===== config.mk =====
export PLATFORM = sky130hd
export DESIGN_NAME = mem_access_arbiter
export DESIGN_NICKNAME = d
export VERILOG_FILES = /design/src/rtl/mem_access_arbiter.sv
export SDC_FILE = /design/constraint.sdc
export NUM_CORES = 1
export LEC_CHECK = 0
export ABC_AREA = 1
export CAP_MARGIN = 25
export CORE_ASPECT_RATIO = 1.75
export CORE_MARGIN = 2
export CORE_UTILIZATION = 44
export DETAILED_ROUTE_END_ITERATION = 7
export PLACE_DENSITY_LB_ADDON = 0.15
export SETUP_SLACK_MARGIN = 0.3
export SYNTH_ARGS = -nofsm -noshare
export SYNTH_HDL_FRONTEND = slang
export SYNTH_SLANG_ARGS = --single-unit

===== constraint.sdc =====
create_clock -name clk -period 4.2 [get_ports clk]
set_input_delay 0.84 -clock clk [delete_from_list [all_inputs] [get_ports clk]]
set_output_delay 0.84 -clock clk [all_outputs]
set_load 0.1 [all_outputs]

===== src/rtl/mem_access_arbiter.sv =====
// Single-port memory sequencer for the multicycle CPU: fetch/data arbitration,
// kernel-region protection and two memory-mapped I/O words. Optional macro: ROUND_ROBIN_EN.
module mem_access_arbiter #(
    parameter int                 ADDR_W       = 16,
    parameter int                 DATA_W       = 16,
    parameter logic [ADDR_W-1:0]  KERNEL_LIMIT = 16'h1000,
    parameter logic [ADDR_W-1:0]  IO_IN_ADDR   = 16'hFFF0,
    parameter logic [ADDR_W-1:0]  IO_OUT_ADDR  = 16'hFFF1
) (
    input  logic              clk,
    input  logic              rst,
    input  logic              if_req,
    input  logic [ADDR_W-1:0] if_addr,
    output logic              if_gnt,
    output logic              if_rvalid,
    output logic [DATA_W-1:0] if_rdata,
    input  logic              d_req,
    input  logic              d_we,
    input  logic [ADDR_W-1:0] d_addr,
    input  logic [DATA_W-1:0] d_wdata,
    output logic              d_gnt,
    output logic              d_rvalid,
    output logic [DATA_W-1:0] d_rdata,
    input  logic              kernel_flag,
    output logic [ADDR_W-1:0] mem_addr,
    output logic              mem_we,
    output logic [DATA_W-1:0] mem_wdata,
    input  logic [DATA_W-1:0] mem_rdata,
    input  logic [DATA_W-1:0] io_input,
    input  logic              io_input_valid,
    output logic              io_input_ack,
    output logic [DATA_W-1:0] display_out,
    output logic              acc_inv,
    output logic              busy
);
    // Handshake: a requester holds req until its one-cycle gnt; address/data are
    // sampled only at the arbitration edge, and a read returns data on the next cycle's rvalid.
    typedef enum logic [1:0] {ST_IDLE, ST_ACCESS, ST_RESP} state_t;
    typedef enum logic [1:0] {RD_RAM, RD_ZERO, RD_LATCH} rsel_t;

    state_t              state_q, state_d;
    rsel_t               rsel_q, rsel_d;
    logic                win_data_q, win_data_d;
    logic                store_q, store_d;
    logic                last_data_q, last_data_d;
    logic                disp_wr_q, disp_wr_d;
    logic                if_gnt_q, if_gnt_d, d_gnt_q, d_gnt_d;
    logic                if_rvalid_q, if_rvalid_d, d_rvalid_q, d_rvalid_d;
    logic                mem_we_q, mem_we_d, acc_inv_q, acc_inv_d, ack_q, ack_d;
    logic [ADDR_W-1:0]   mem_addr_q, mem_addr_d;
    logic [DATA_W-1:0]   wdata_q, wdata_d, disp_q, disp_d, latch_q, latch_d;

    logic                pick_data, prio_data, viol, is_io_in, is_io_out;
    logic [ADDR_W-1:0]   sel_addr;
    logic [DATA_W-1:0]   rdata_mux;

    always_ff @(posedge clk or posedge rst) begin
        if (rst) begin
            state_q     <= ST_IDLE;
            rsel_q      <= RD_ZERO;
            win_data_q  <= 1'b0;
            store_q     <= 1'b0;
            last_data_q <= 1'b0;
            disp_wr_q   <= 1'b0;
            if_gnt_q    <= 1'b0;
            d_gnt_q     <= 1'b0;
            if_rvalid_q <= 1'b0;
            d_rvalid_q  <= 1'b0;
            mem_we_q    <= 1'b0;
            acc_inv_q   <= 1'b0;
            ack_q       <= 1'b0;
            mem_addr_q  <= '0;
            wdata_q     <= '0;
            disp_q      <= '0;
            latch_q     <= '0;
        end else begin
            state_q     <= state_d;
            rsel_q      <= rsel_d;
            win_data_q  <= win_data_d;
            store_q     <= store_d;
            last_data_q <= last_data_d;
            disp_wr_q   <= disp_wr_d;
            if_gnt_q    <= if_gnt_d;
            d_gnt_q     <= d_gnt_d;
            if_rvalid_q <= if_rvalid_d;
            d_rvalid_q  <= d_rvalid_d;
            mem_we_q    <= mem_we_d;
            acc_inv_q   <= acc_inv_d;
            ack_q       <= ack_d;
            mem_addr_q  <= mem_addr_d;
            wdata_q     <= wdata_d;
            disp_q      <= disp_d;
            latch_q     <= latch_d;
        end
    end

`ifdef ROUND_ROBIN_EN
    assign prio_data = ~last_data_q;
`else
    assign prio_data = 1'b1;
`endif

    assign pick_data = d_req & (~if_req | prio_data);
    assign sel_addr  = pick_data ? d_addr : if_addr;
    assign is_io_in  = (sel_addr == IO_IN_ADDR);
    assign is_io_out = (sel_addr == IO_OUT_ADDR);
    assign viol      = (sel_addr < KERNEL_LIMIT) & ~kernel_flag;

    always_comb begin
        state_d     = state_q;
        rsel_d      = rsel_q;
        win_data_d  = win_data_q;
        store_d     = store_q;
        last_data_d = last_data_q;
        wdata_d     = wdata_q;
        disp_d      = disp_q;
        latch_d     = io_input_valid ? io_input : latch_q;
        disp_wr_d   = 1'b0;
        if_gnt_d    = 1'b0;
        d_gnt_d     = 1'b0;
        if_rvalid_d = 1'b0;
        d_rvalid_d  = 1'b0;
        mem_we_d    = 1'b0;
        acc_inv_d   = 1'b0;
        ack_d       = 1'b0;
        mem_addr_d  = '0;
        case (state_q)
            ST_IDLE: begin
                if (if_req || d_req) begin
                    state_d     = ST_ACCESS;
                    win_data_d  = pick_data;
                    last_data_d = pick_data;
                    store_d     = pick_data & d_we;
                    d_gnt_d     = pick_data;
                    if_gnt_d    = ~pick_data;
                    mem_addr_d  = sel_addr;
                    wdata_d     = d_wdata;
                    rsel_d      = RD_RAM;
                    if (!pick_data) begin
                        // Instruction fetch from I/O space is always illegal.
                        if (is_io_in || is_io_out || viol) begin
                            acc_inv_d = 1'b1;
                            rsel_d    = RD_ZERO;
                        end
                    end else if (d_we) begin
                        if (is_io_out)     disp_wr_d = 1'b1;
                        else if (is_io_in) disp_wr_d = 1'b0;
                        else if (viol)     acc_inv_d = 1'b1;
                        else               mem_we_d  = 1'b1;
                    end else begin
                        if (is_io_in) begin
                            ack_d  = 1'b1;
                            rsel_d = RD_LATCH;
                        end else if (is_io_out) begin
                            rsel_d = RD_ZERO;
                        end else if (viol) begin
                            acc_inv_d = 1'b1;
                            rsel_d    = RD_ZERO;
                        end
                    end
                end
            end
            ST_ACCESS: begin
                if (disp_wr_q) disp_d = wdata_q;
                if (store_q) begin
                    state_d = ST_IDLE;
                end else begin
                    state_d     = ST_RESP;
                    if_rvalid_d = ~win_data_q;
                    d_rvalid_d  = win_data_q;
                end
            end
            default: state_d = ST_IDLE;
        endcase
    end

    always_comb begin
        case (rsel_q)
            RD_RAM:   rdata_mux = mem_rdata;
            RD_LATCH: rdata_mux = latch_q;
            default:  rdata_mux = '0;
        endcase
    end

    assign if_gnt       = if_gnt_q;
    assign d_gnt        = d_gnt_q;
    assign if_rvalid    = if_rvalid_q;
    assign d_rvalid     = d_rvalid_q;
    assign if_rdata     = if_rvalid_q ? rdata_mux : '0;
    assign d_rdata      = d_rvalid_q ? rdata_mux : '0;
    assign mem_addr     = mem_addr_q;
    assign mem_we       = mem_we_q;
    assign mem_wdata    = mem_we_q ? wdata_q : '0;
    assign io_input_ack = ack_q;
    assign display_out  = disp_q;
    assign acc_inv      = acc_inv_q;
    assign busy         = (state_q != ST_IDLE);
endmodule


==> reports/qor.json, run 1 <==
{
  "status": {
    "outcome": "completed"
  },
  "drt": {
    "route.detailed.wl_per_inst_um": 12.76,
    "drcViolationCount": 0,
    "drt_pre_antenna_iters": 4,
    "wirelength_um": 9699,
    "number_of_drc_markers_in_iteration_0": 206,
    "drtAntennaViolNets": 0,
    "routed-via-count": 3566,
    "vias_per_cell": 4.692
  },
  "place": {
    "io_buffers": 174,
    "place_ws_ns": 1.184,
    "place_hpwl_um": 7506,
    "place.detailed.instances": 744,
    "finalWeightedCongestion": 0.8417
  },
  "sta": {
    "timing.final.hold_violations": 0,
    "highest_clock_rate_mhz": 303.0,
    "totalNegativeSetupSlack_ns": 0,
    "slew_violations": 0,
    "timing.final.ws_setup_ns": 0.8997,
    "worst_slew_margin_rel_pct": 31.69,
    "setup_violations": 0,
    "period_minus_slack_ns": 3.300,
    "timing.final.crit_share_pct": 78.58,
    "timing_worst_slew_pin_value_ns": 1.021,
    "fin_skew_ns": 0.004770,
    "grt_setup_unrepaired": "false"
  },
  "layout": {
    "layout.cells.most_common_list": "sky130_fd_sc_hd__clkdlybuf4s50_1 (142), sky130_fd_sc_hd__nand2_1 (136), sky130_fd_sc_hd__inv_1 (98), sky130_fd_sc_hd__dfrtp_1 (77)",
    "final_cells": 760,
    "finalNetCount": 751,
    "multiInputGateArea_um2": 1240,
    "sequential_cell_area_um2": 1953,
    "fillers": 701,
    "antenna_cells": 0,
    "layout_commonest_cell": "sky130_fd_sc_hd__clkdlybuf4s50_1",
    "post_route_cells_drive_above_1_share_pct": 8.234,
    "area_added_between_synthesis_and_finish_pct": 55.70
  },
  "cts": {
    "clk_transition_reported_paths_ns": 0.05,
    "clock-sinks": 78,
    "cts_max_path_buffers": 2,
    "clock-root-buffer": "sky130_fd_sc_hd__clkbuf_16",
    "tritoncts": "yes",
    "cts-htree-levels": 3,
    "postCtsHoldBufs": 0,
    "clock_insertion_delay_worst_skew_ns": 0.33,
    "cts_buffers": 9,
    "post_cts.repair.setup_buffers": 0,
    "post_cts.resized_instances": 0
  },
  "power": {
    "power_per_cell_area_nw_per_um2": 656.7,
    "irDropWorstVdd_uv": 415.2,
    "total_leakage_power_nw": 2.967
  },
  "floorplanning": {
    "chip_height_um": 124.8,
    "std_cell_rows": 44,
    "dieWidth_um": 73.03,
    "core-area_um2": 8203,
    "initial_core_util_pct": 44.72,
    "fp.dieArea_um2": 9113,
    "io-pin-count": 175
  },
  "worst_setup_path": {
    "timing.critical_path.required_ns": 3.36,
    "critPathCaptureType": "output port",
    "critPathKind": "reg2out",
    "cpPeakStageDelay_ns": 0.58,
    "cp_top_family": "buffers and inverters",
    "worst-endpoint-arrival_ns": 2.46,
    "startpoint_type": "flip-flop",
    "cell_chain_of_the_critical_path": "clkinv_1 -> nand2_1 -> o21ai_0 -> inv_1 -> nor2_1 -> buf_4",
    "maximum_fanout_count_along_the_critical_path": 17,
    "crit_path_top_delay_cell": "sky130_fd_sc_hd__nand2_1",
    "cp.buffers_inverters": 3
  },
  "logic_synthesis": {
    "syn-cell-area_um2": 3669,
    "syn_nets": 583,
    "synthDominantCellAreaShare_pct": 52.52,
    "number_of_library_cell_types_mapped_by_synthesis": 19,
    "syn-mean-instance-area_um2": 7.396,
    "synthCells": 496,
    "ys_top_cells_by_area": "sky130_fd_sc_hd__dfrtp_1 (53%), sky130_fd_sc_hd__nand2_1 (14%), sky130_fd_sc_hd__inv_1 (10%), sky130_fd_sc_hd__o21ai_0 (8.7%), sky130_fd_sc_hd__nor2_1 (6.5%)",
    "seq_area_frac_synth_pct": 53.24,
    "ys_ff_latch": 78,
    "yosys.area.top_type": "sky130_fd_sc_hd__dfrtp_1",
    "synth-warning-count": 0
  },
  "grt": {
    "pin_count_of_the_biggest_net_entering_global_routing": 42,
    "global_route.usage.total_pct": 22.36,
    "grt_first_pass_wirelength_um": 15880,
    "first_global_vias": 3565,
    "initial_antenna_violation_count": 0,
    "grt_residual_overflow": 0
  },
  "hold_path": {
    "hold_crit_path_type": "reg2reg"
  },
  "run": {
    "max_cap_viol_count": 0
  }
}
-- cell type report --
cell class              instances  area share [%]
clock inverters                 3           1.183
inverters                     103           6.791
multi-input cells             295           21.71
repair buffers                177           29.62
well taps                      92           2.015
clock buffers                  12           4.491
flip-flops and latches         78           34.19
-- state kept, by name (all words and copies together) (netlist names), 2 cells and up --
name         flops
display_out     16
wdata_q         16
latch_q         16
mem_addr        16
rsel_q           2
state_q          2
-- power breakdown --
group	switching (W)	leakage (nW)	total, W	internal, W
combinational	0.00150	1.81	0.00191	0.000412
sequential	0.0000888	1.00	0.00102	0.000928
clock	0.000275	0.155	0.000824	0.000549
-- synthesized netlist by cell type --
cell / number
sky130_fd_sc_hd__clkbuf_1: 13
sky130_fd_sc_hd__inv_1: 99
sky130_fd_sc_hd__clkinv_1: 2
sky130_fd_sc_hd__buf_2: 5
sky130_fd_sc_hd__nor2_4: 1
sky130_fd_sc_hd__o21ai_1: 2
sky130_fd_sc_hd__dfstp_2: 1
sky130_fd_sc_hd__a21oi_1: 5
sky130_fd_sc_hd__nor2_1: 64
sky130_fd_sc_hd__nand2_1: 136
sky130_fd_sc_hd__nor3_1: 3
sky130_fd_sc_hd__dfrtp_1: 77
sky130_fd_sc_hd__buf_1: 1
sky130_fd_sc_hd__o21ai_0: 64
sky130_fd_sc_hd__o21bai_1: 1
sky130_fd_sc_hd__nor3_2: 1
sky130_fd_sc_hd__buf_6: 1
sky130_fd_sc_hd__nand3_1: 18
sky130_fd_sc_hd__inv_2: 2
-- metrics by stage --
step	power [W]	utilization, %	hold WS, ns	area (µm²)
floorplan	0.002475	-	0.4082	3669
global placement	0.002913	65.50	0.4157	5373
detailed placement	0.002943	65.50	0.4340	5373
CTS	0.003780	69.45	0.4466	5697
global route	0.003930	69.63	0.4633	5712
finish	0.003751	69.63	0.4400	5712
-- per-layer routing --
layer,share of wire [%],global-route usage [%],vias up
li1,-,-,1807
met1,35,23.53,1595
met2,54,39.75,142
met3,7.3,5.906,22
met4,3.1,10.35,0
met5,0,0,-
-- final timing paths --
check | depth (start not counted) | to | slack (ns) | from
worst max-delay path | 6 | d_rdata[4] | 0.90 | rsel_q[0]$_DFFE_PP1P_
worst min-delay path | 1 | if_rvalid$_DFF_PP0_ | 0.44 | win_data_q$_DFFE_PP0P_
worst max register to register | 7 | wdata_q[8]$_DFFE_PP0P_ | 2.39 | state_q[0]$_DFFE_PP0P_
worst min register to register | 1 | if_rvalid$_DFF_PP0_ | 0.44 | win_data_q$_DFFE_PP0P_
max in group asynchronous | 3 | rsel_q[0]$_DFFE_PP1P_ | 2.33 | rst
min in group asynchronous | 2 | display_out[13]$_DFFE_PP0P_ | 0.92 | rst
-- cell families after synthesis --
kind of cell    synth area share, %
compound gates                9.891
buf+inv                       12.96
flops                         53.24
simple gates                  23.91
(Power assumes the default switching activity.)
==> run 2, diff against run 1 <==
Settings changed: CORE_UTILIZATION 44 to 37.
Clock period 4.2 ns to 3 ns, I/O delays scaled along.
==> reports/qor.json, run 2 (same netlist as run 1, synthesis figures left out) <==
{
  "sta": {
    "grt_setup_unrepaired": "false",
    "fin_skew_ns": 0.006585,
    "slew_violations": 0,
    "totalNegativeSetupSlack_ns": 0,
    "highest_clock_rate_mhz": 398.9,
    "timing_worst_slew_pin_value_ns": 0.9827,
    "timing.final.hold_violations": 0,
    "setup_violations": 0,
    "period_minus_slack_ns": 2.507,
    "timing.final.crit_share_pct": 83.56,
    "worst_slew_margin_rel_pct": 34.28
  },
  "layout": {
    "final_cells": 799,
    "layout.cells.most_common_list": "sky130_fd_sc_hd__nand2_1 (135), sky130_fd_sc_hd__inv_1 (98), sky130_fd_sc_hd__clkdlybuf4s50_1 (86), sky130_fd_sc_hd__dfrtp_1 (74), sky130_fd_sc_hd__o21ai_0 (64)",
    "antenna_cells": 0,
    "layout_commonest_cell": "sky130_fd_sc_hd__nand2_1",
    "post_route_cells_drive_above_1_share_pct": 21.81,
    "area_added_between_synthesis_and_finish_pct": 68.86,
    "finalNetCount": 756
  },
  "worst_setup_path": {
    "critPathCaptureType": "output port",
    "cpPeakStageDelay_ns": 0.54,
    "cp.buffers_inverters": 4,
    "cp_top_family": "buffers and inverters",
    "cell_chain_of_the_critical_path": "clkinv_1 -> buf_4 -> nand2_2 -> o21ai_0 -> inv_1 -> nor2_4 -> buf_12",
    "reg2reg_slack_ns": 1.19,
    "reg2regPathDepth": 6,
    "worst-endpoint-arrival_ns": 1.91,
    "critPathKind": "reg2out",
    "r2r_start": "state_q[0]$_DFFE_PP0P_",
    "maximum_fanout_count_along_the_critical_path": 17,
    "timing.critical_path.required_ns": 2.40,
    "startpoint_type": "flip-flop",
    "crit_path_top_delay_cell": "sky130_fd_sc_hd__dfstp_2",
    "regToRegEndpoint": "wdata_q[13]$_DFFE_PP0P_"
  },
  "floorplanning": {
    "initial_core_util_pct": 37.71,
    "chip_height_um": 135.7,
    "fp.dieArea_um2": 10760,
    "core-area_um2": 9729,
    "io-pin-count": 175,
    "dieWidth_um": 79.27,
    "std_cell_rows": 48
  },
  "grt": {
    "global_route.usage.total_pct": 20.30,
    "grt_most_used_layer": "met2",
    "pin_count_of_the_biggest_net_entering_global_routing": 39,
    "grt.met3_usage_pct": 4.000,
    "global_route.usage.met2_pct": 36.86,
    "initial_antenna_violation_count": 0,
    "grt_first_pass_wirelength_um": 16920,
    "groute.layer.met1.usage_pct": 23.09,
    "first_global_vias": 3600,
    "grt_residual_overflow": 0
  },
  "hold_path": {
    "timing.hold.worst.start": "win_data_q$_DFFE_PP0P_",
    "hold_crit_path_type": "reg2reg",
    "hold_critical_path_depth": 1,
    "hold-path-endpoint": "if_rvalid$_DFF_PP0_"
  },
  "status": {
    "outcome": "completed"
  },
  "drt": {
    "drcViolationCount": 0,
    "route.detailed.wl_per_inst_um": 13.06,
    "wirelength_um": 10430,
    "routed-via-count": 3635,
    "number_of_drc_markers_in_iteration_0": 179,
    "vias_per_cell": 4.549,
    "drtAntennaViolNets": 0,
    "drt_pre_antenna_iters": 4
  },
  "cts": {
    "cts_max_path_buffers": 2,
    "clk_transition_reported_paths_ns": 0.06,
    "post_cts.repair.setup_buffers": 0,
    "cts-htree-levels": 3,
    "tritoncts": "yes",
    "clock_insertion_delay_worst_skew_ns": 0.33,
    "cts_buffers": 9,
    "clock-root-buffer": "sky130_fd_sc_hd__clkbuf_16",
    "clock-sinks": 78
  },
  "power": {
    "power_per_cell_area_nw_per_um2": 896.1,
    "share_clk_of_total_power_pct": 19.6,
    "total_leakage_power_nw": 3.167,
    "sequentialPowerShare_pct": 25.7,
    "irDropWorstVdd_uv": 619.7,
    "switching_share_pct": 50.28,
    "power_frac_comb_pct": 54.8,
    "internal_power_w": 0.002760,
    "switching_power_w": 0.002791
  },
  "place": {
    "finalWeightedCongestion": 0.7787,
    "place_hpwl_um": 8259,
    "place.detailed.instances": 782,
    "io_buffers": 174
  },
  "run": {
    "max_cap_viol_count": 0
  }
}
run 2: changes by cell type in the layout (fill, tap and decap cells not counted), moves of 3 or more:
| cell | delta |
|---|---|
| sky130_fd_sc_hd__buf_12 | +32 |
| sky130_fd_sc_hd__buf_4 | +29 |
| sky130_fd_sc_hd__clkdlybuf4s50_1 | -56 |
| sky130_fd_sc_hd__dfrtp_1 | -3 |
| sky130_fd_sc_hd__dfrtp_2 | +3 |
| sky130_fd_sc_hd__nor2_1 | -26 |
| sky130_fd_sc_hd__nor2_2 | +7 |
| sky130_fd_sc_hd__nor2_4 | +19 |
run 2: worst max-delay path by stage:
stage | cells after the start | from | end | slack [ns]
floorplan | 3 | d_rvalid$_DFF_PP0_ | d_rdata[10] | 0.14
global placement | 7 | d_req | wdata_q[1]$_DFFE_PP0P_ | 0.53
detailed placement | 7 | d_req | wdata_q[13]$_DFFE_PP0P_ | 0.42
CTS | 7 | rsel_q[0]$_DFFE_PP1P_ | d_rdata[3] | 0.44
global route | 7 | rsel_q[0]$_DFFE_PP1P_ | d_rdata[3] | 0.37
finish | 7 | rsel_q[0]$_DFFE_PP1P_ | if_rdata[8] | 0.49
run 2: repair_timing:
item / 4_1_cts / 5_1_grt
setup endpoints to repair: 3 / 0
hold endpoints to repair: 0 / 0
gates resized for setup: 1 / 0
hold buffers: 0 / 0
run 2: per-stage QoR:
| step | area (µm²) | total power (W) | hold slack, ns | worst slack (ns) | util, % |
|---|---|---|---|---|---|
| floorplan | 3832 | 0.003606 | 0.4046 | 0.1388 | - |
| global placement | 5876 | 0.004464 | 0.4137 | 0.5329 | 60.39 |
| finish | 6195 | 0.005551 | 0.4336 | 0.4933 | 63.67 |
| global route | 6195 | 0.005790 | 0.4549 | 0.3677 | 63.67 |
| CTS | 6180 | 0.005605 | 0.4415 | 0.4427 | 63.52 |
| detailed placement | 5876 | 0.004503 | 0.4313 | 0.4221 | 60.39 |
run 2: worst reg2reg max path, cell delays in order (launching register included):
cell                      delay (ns)
sky130_fd_sc_hd__dfrtp_1        0.38
sky130_fd_sc_hd__nor2_1         0.05
sky130_fd_sc_hd__inv_1          0.13
sky130_fd_sc_hd__nor2_1         0.13
sky130_fd_sc_hd__nor2_4         0.41
sky130_fd_sc_hd__inv_2          0.33
sky130_fd_sc_hd__o21ai_0        0.29
run 2: routing by layer:
metal	vias to the layer above	wire length, µm
li1	1819	-
met1	1663	4099
met2	142	5597
met3	11	594
met4	0	143
met5	-	0
run 2: power groups by stage:
stage	registers, W	clock network, W	logic, W
after floorplan	0.00205	0	0.00156
after global placement	0.00144	0	0.00303
after detailed placement	0.00144	0	0.00306
after CTS	0.00143	0.00111	0.00306
after global routing	0.00145	0.00114	0.00319
final	0.00142	0.00109	0.00304
run 2: cell type report:
type                       instances  area, µm²
clock buffer                      11      242.7
clock inverter                     5      58.81
fill                             877       3535
inverter                         103      387.9
multi-input combinational        295       1403
sequential                        78       1957
tap                              125      156.4
timing repair buffer             182       1989
==> edit 1 (config.mk and constraints of run 2) <==
Add a define of `ROUND_ROBIN_EN`.
--- a/src/rtl/mem_access_arbiter.sv
+++ b/src/rtl/mem_access_arbiter.sv
@@ -1,4 +1,6 @@
 // Single-port memory sequencer for the multicycle CPU: fetch/data arbitration,
 // kernel-region protection and two memory-mapped I/O words. Optional macro: ROUND_ROBIN_EN.
+`define ROUND_ROBIN_EN
+
 module mem_access_arbiter #(
     parameter int                 ADDR_W       = 16,
Formal check against the unedited RTL: not equivalent (a bounded check fails within 4 cycles, from zero or initial values and one cycle with rst high).
==> edit 1 against run 2 <==
  * Cell area increased by 0.99%
  * Area after synthesis increased by 1.3%
  * Critical path depth unchanged
  * Sequential cell count unchanged
  * Clock skew decreased by 0.0011 ns
  * Wire length increased by 1.8%
  * Total power increased by 2.8%
  * Worst setup slack got worse by 0.0032 ns
==> edit 1: results (changes against run 2) <==
| Metric | Value |
|---|---|
| Clock latency on the worst-skew pair | `0.33 ns (about the same)` |
| Synth top cells by count | `nand2_1, inv_1, dfrtp_1, o21ai_0, nor2_1 (was nand2_1, inv_1, dfrtp_1, nor2_1, o21ai_0)` |
| Worst hold path type | `flip-flop to flip-flop (unchanged)` |
| Post-CTS Setup Repair Bufs | `0 (unchanged)` |
| Post-synthesis adder-cell area fraction | `0% (unchanged)` |
| Async S/R FF share, synth | `100% (unchanged)` |
| Unique masters post-synth | `24 (was 19)` |
| VDD IR max | `924 µV (was 620 µV)` |
| First-pass GRT wire length | `16500 µm (was 16900 µm)` |
| Metal2 WL | `5960 µm (was 5600 µm)` |
| Worst-Margin Slew | `1.03 ns (was 0.983 ns)` |
| Total CTS buffers | `9 (unchanged)` |
| Vias in the first global route | `3491 (was 3600)` |
| Largest net degree at the start of global routing | `54 (was 39)` |
| PortBufs | `174 (unchanged)` |
| Initial antenna violation count | `0 (unchanged)` |
| RR Startpoint | `last_data_q (was state_q[0])` |
| XOR/XNOR share of the synthesized area | `0% (unchanged)` |
| Metal3 WL | `570 µm (was 594 µm)` |
| Drt wl/cell | `13.6 µm (was 13.1 µm)` |
| Met1 wire length | `3960 µm (was 4100 µm)` |
| DR vias | `3598 (was 3635)` |
| Arrival time at the worst endpoint | `1.91 ns (about the same)` |
| Outcome | `finished clean (unchanged)` |
| TritonRoute pass-1 iters | `5 (was 4)` |
| Syn Nets | `569 (was 583)` |
| Slowest CP cell | `dfstp_2 (unchanged)` |
| Crit-path max cell delay | `roughly 0.53 ns` |
| Filler cells | `901 (was 877)` |
| Post-CTS Resized | `1 (unchanged)` |
| Root Driver | `clkbuf_16 (unchanged)` |
| Seq/Total Area, Yosys | `52.6% (was 53.2%)` |
| Hold Crit Start | `rsel_q[0] (was win_data_q)` |
| Post-DP HPWL | `8150 µm (was 8260 µm)` |
| CTS H-tree depth | `3 (unchanged)` |
| Worst-path clk slew | `0.06 ns (about the same)` |
| Layout Nets | `737 (was 756)` |
| Share of layout cells above drive strength 1 | `23.7% (was 21.8%)` |
| Post-Route Skew | `0.00545 ns (was 0.00659 ns)` |
| GPL Wtd Cong | `0.768 (was 0.779)` |
| Gr usage total | `19.8% (was 20.3%)` |
| Compound-cell area share of the yosys netlist | `9.77% (was 9.89%)` |
| Syn Area/Cell | `7.71 µm² (was 7.40 µm²)` |
| Multiplexer area fraction after synthesis | `0% (unchanged)` |
| 1st-iter DRT viols | `150 (was 179)` |
| Top cells by area, synth | `dfrtp_1, nand2_1, inv_1, o21ai_0, nor2_1 (unchanged)` |
| Leakage power | `3.12 nW (was 3.17 nW)` |
edit 1: final timing paths:
kind | endpoint | slack (ns) | cells after the start
hold / removal | rsel_q[0] | 0.48 | 2
setup / recovery | d_rdata[14] | 0.49 | 7
hold reg to reg | rsel_q[0] | 0.48 | 2
max in group asynchronous | rsel_q[0] | 1.72 | 3
min in group asynchronous | display_out[13] | 0.61 | 2
setup reg to reg | rsel_q[0] | 1.18 | 13
edit 1: critical path: cells and delay by family (launching register included):
family,cells,cell delay [ns]
buf+inv,4,0.60
flops,1,0.53
simple gates,2,0.30
compound gates,1,0.12
edit 1: final cells by class:
class	count	area share [%]
clock buffer	10	3.82
clock inverter	6	1.84
inverter	91	5.48
multi-input combinational	290	23.4
sequential	78	31.3
tap	125	2.50
timing repair buffer	180	31.6
edit 1: kinds of logic after synthesis:
| kind of cell | Yosys count |
|---|---|
| AO/OA/AOI/OAI | 72 |
| buffers and inverters | 114 |
| flip-flops | 78 |
| AND/OR/NAND/NOR | 218 |
edit 1: layer usage:
| metal | vias up | global-route usage (%) |
|---|---|---|
| met3 | 9 | 4.29 |
| met5 | - | 0 |
| met2 | 116 | 37.8 |
| li1 | 1802 | - |
| met4 | 0 | 6.21 |
| met1 | 1671 | 21.1 |
edit 1: metrics by stage:
| step | hold WS, ns | util (%) | worst slack, ns | instances | instance area (µm²) |
|---|---|---|---|---|---|
| final | 0.481 | 63.5 | 0.490 | 780 | 6260 |
| after global routing | 0.498 | 63.5 | 0.364 | 780 | 6260 |
| after CTS | 0.478 | 63.5 | 0.453 | 780 | 6260 |
| after detailed placement | 0.460 | 59.9 | 0.526 | 764 | 5900 |
| after global placement | 0.462 | 59.9 | 0.577 | 764 | 5900 |
| after floorplan | 0.447 | - | 0.139 | 482 | 3880 |
edit 1: power by group:
group	switching (mW)	internal, mW	total [mW]
combinational	2.23	0.786	3.01
clock	0.419	0.841	1.26
sequential	0.131	1.31	1.44
total	2.78	2.93	5.71
==> edit 2 (settings of run 2) <==
Made on the original files. `mem_addr_q` and `wdata_q` no longer have a reset.
--- a/src/rtl/mem_access_arbiter.sv
+++ b/src/rtl/mem_access_arbiter.sv
@@ -70,6 +70,4 @@
             acc_inv_q   <= 1'b0;
             ack_q       <= 1'b0;
-            mem_addr_q  <= '0;
-            wdata_q     <= '0;
             disp_q      <= '0;
             latch_q     <= '0;
@@ -88,9 +86,12 @@
             acc_inv_q   <= acc_inv_d;
             ack_q       <= ack_d;
-            mem_addr_q  <= mem_addr_d;
-            wdata_q     <= wdata_d;
             disp_q      <= disp_d;
             latch_q     <= latch_d;
         end
+    end
+
+    always_ff @(posedge clk) begin
+        mem_addr_q <= mem_addr_d;
+        wdata_q    <= wdata_d;
     end
 
Formal check against the unedited RTL: not equivalent (Yosys sat finds a counterexample within 4 cycles, from zero or initial values and one cycle with rst high).
==> edit 2 against run 2 <==
  * Clock power decreased by 11%
  * Worst setup slack improved by 0.028 ns
  * Cell count decreased by 9.3%
  * Fmax increased by 1.1%
  * Clock skew about the same
  * Total power decreased by 7.0%
  * Cell area decreased by 3.7%
  * Utilization increased by 1.9 points
  * Register-to-register slack got worse by 0.02 ns
  * Wire length decreased by 5.4%
  * Sequential cell count unchanged
  * Area after synthesis decreased by 5.5%
  * Critical path type unchanged
  * Critical endpoint is now d_rdata[14]
  * Largest cell class unchanged
==> edit 2: results (changes against run 2) <==
| Metric | Value |
|---|---|
| Post-DP HPWL | `7710 µm (was 8260 µm)` |
| Routed WL | `9870 µm (was 10400 µm)` |
| Leakage power | `3.00 nW (was 3.17 nW)` |
| Worst Reg-to-Reg Cells | `8 (was 6)` |
| Syn Inst Count | `423 (was 496)` |
| Worst-Margin Slew | `0.971 ns (was 0.983 ns)` |
| 1st-iter DRT viols | `109 (was 179)` |
| Die area | `0.0102 mm² (was 0.0108 mm²)` |
| Filler cells | `803 (was 877)` |
| Unique masters post-synth | `23 (was 19)` |
| Gr usage total | `20.2% (was 20.3%)` |
| Area occupied by multi-input gates | `0.00129 mm² (was 0.00140 mm²)` |
| Layout Nets | `687 (was 756)` |
| Inverter count | `85 (was 103)` |
| Bufs w/o clock | `181 (was 182)` |
| Reg2reg end | `store_q (was wdata_q[13])` |
| Fin crit period | `2.48 ns (was 2.51 ns)` |
| Multi-In Gates | `245 (was 295)` |
| Signal buf overhead | `33.1% (was 32.1%)` |
| Final non-filler cell total | `725 (was 799)` |
| Vias in the first global route | `3341 (was 3600)` |
| Post-Route Skew | `0.00662 ns (was 0.00659 ns)` |
| Final hold slack | `0.440 ns (was 0.434 ns)` |
| DP Cell Count | `709 (was 782)` |
| Net Sw Frac | `49.7% (was 50.3%)` |
| Number of flops mapped to enable cells by yosys | `16 (was 0)` |
| Slowest CP cell | `clkinv_1 (was dfstp_2)` |
| DR vias | `3232 (was 3635)` |
| Comb pwr share | `54.1% (was 54.8%)` |
| Top cells by area, synth | `dfrtp_1, edfxtp_1, nand2_1, dfxtp_1, inv_1 (was dfrtp_1, nand2_1, inv_1, o21ai_0, nor2_1)` |
| Net switching power | `2.57 mW (was 2.79 mW)` |
| GPL Wtd Cong | `0.774 (was 0.779)` |
| Outcome | `finished clean (unchanged)` |
| Share of layout cells above drive strength 1 | `26.8% (was 21.8%)` |
| Synth top cells by count | `nand2_1, inv_1, nor2_1, dfrtp_1, o21ai_0 (was nand2_1, inv_1, dfrtp_1, nor2_1, o21ai_0)` |
edit 2: cell families after synthesis:
family | share of synthesized area, %
AOI/OAI and AO/OA | 5.81
buffers and inverters | 11.2
DFF | 56.3
muxes | 5.19
and+or+nand+nor | 21.5
edit 2: worst max-delay path by stage:
stage | from | to
after detailed placement | d_req | store_q
after global routing | rsel_q[1] | if_rdata[9]
after CTS | rsel_q[0] | d_rdata[15]
after global placement | d_req | store_q
after floorplan | d_rvalid | d_rdata[10]
final | rsel_q[1] | d_rdata[14]
edit 2: per-layer routing:
layer / track usage [%] / wire length [µm] / up-vias / share of wire (%)
li1: - / - / 1637 / -
met1: 21.2 / 3530 / 1459 / 36
met2: 38.0 / 5500 / 119 / 56
met3: 5.00 / 593 / 17 / 6.0
met4: 7.54 / 241 / 0 / 2.4
met5: 0 / 0 / - / 0
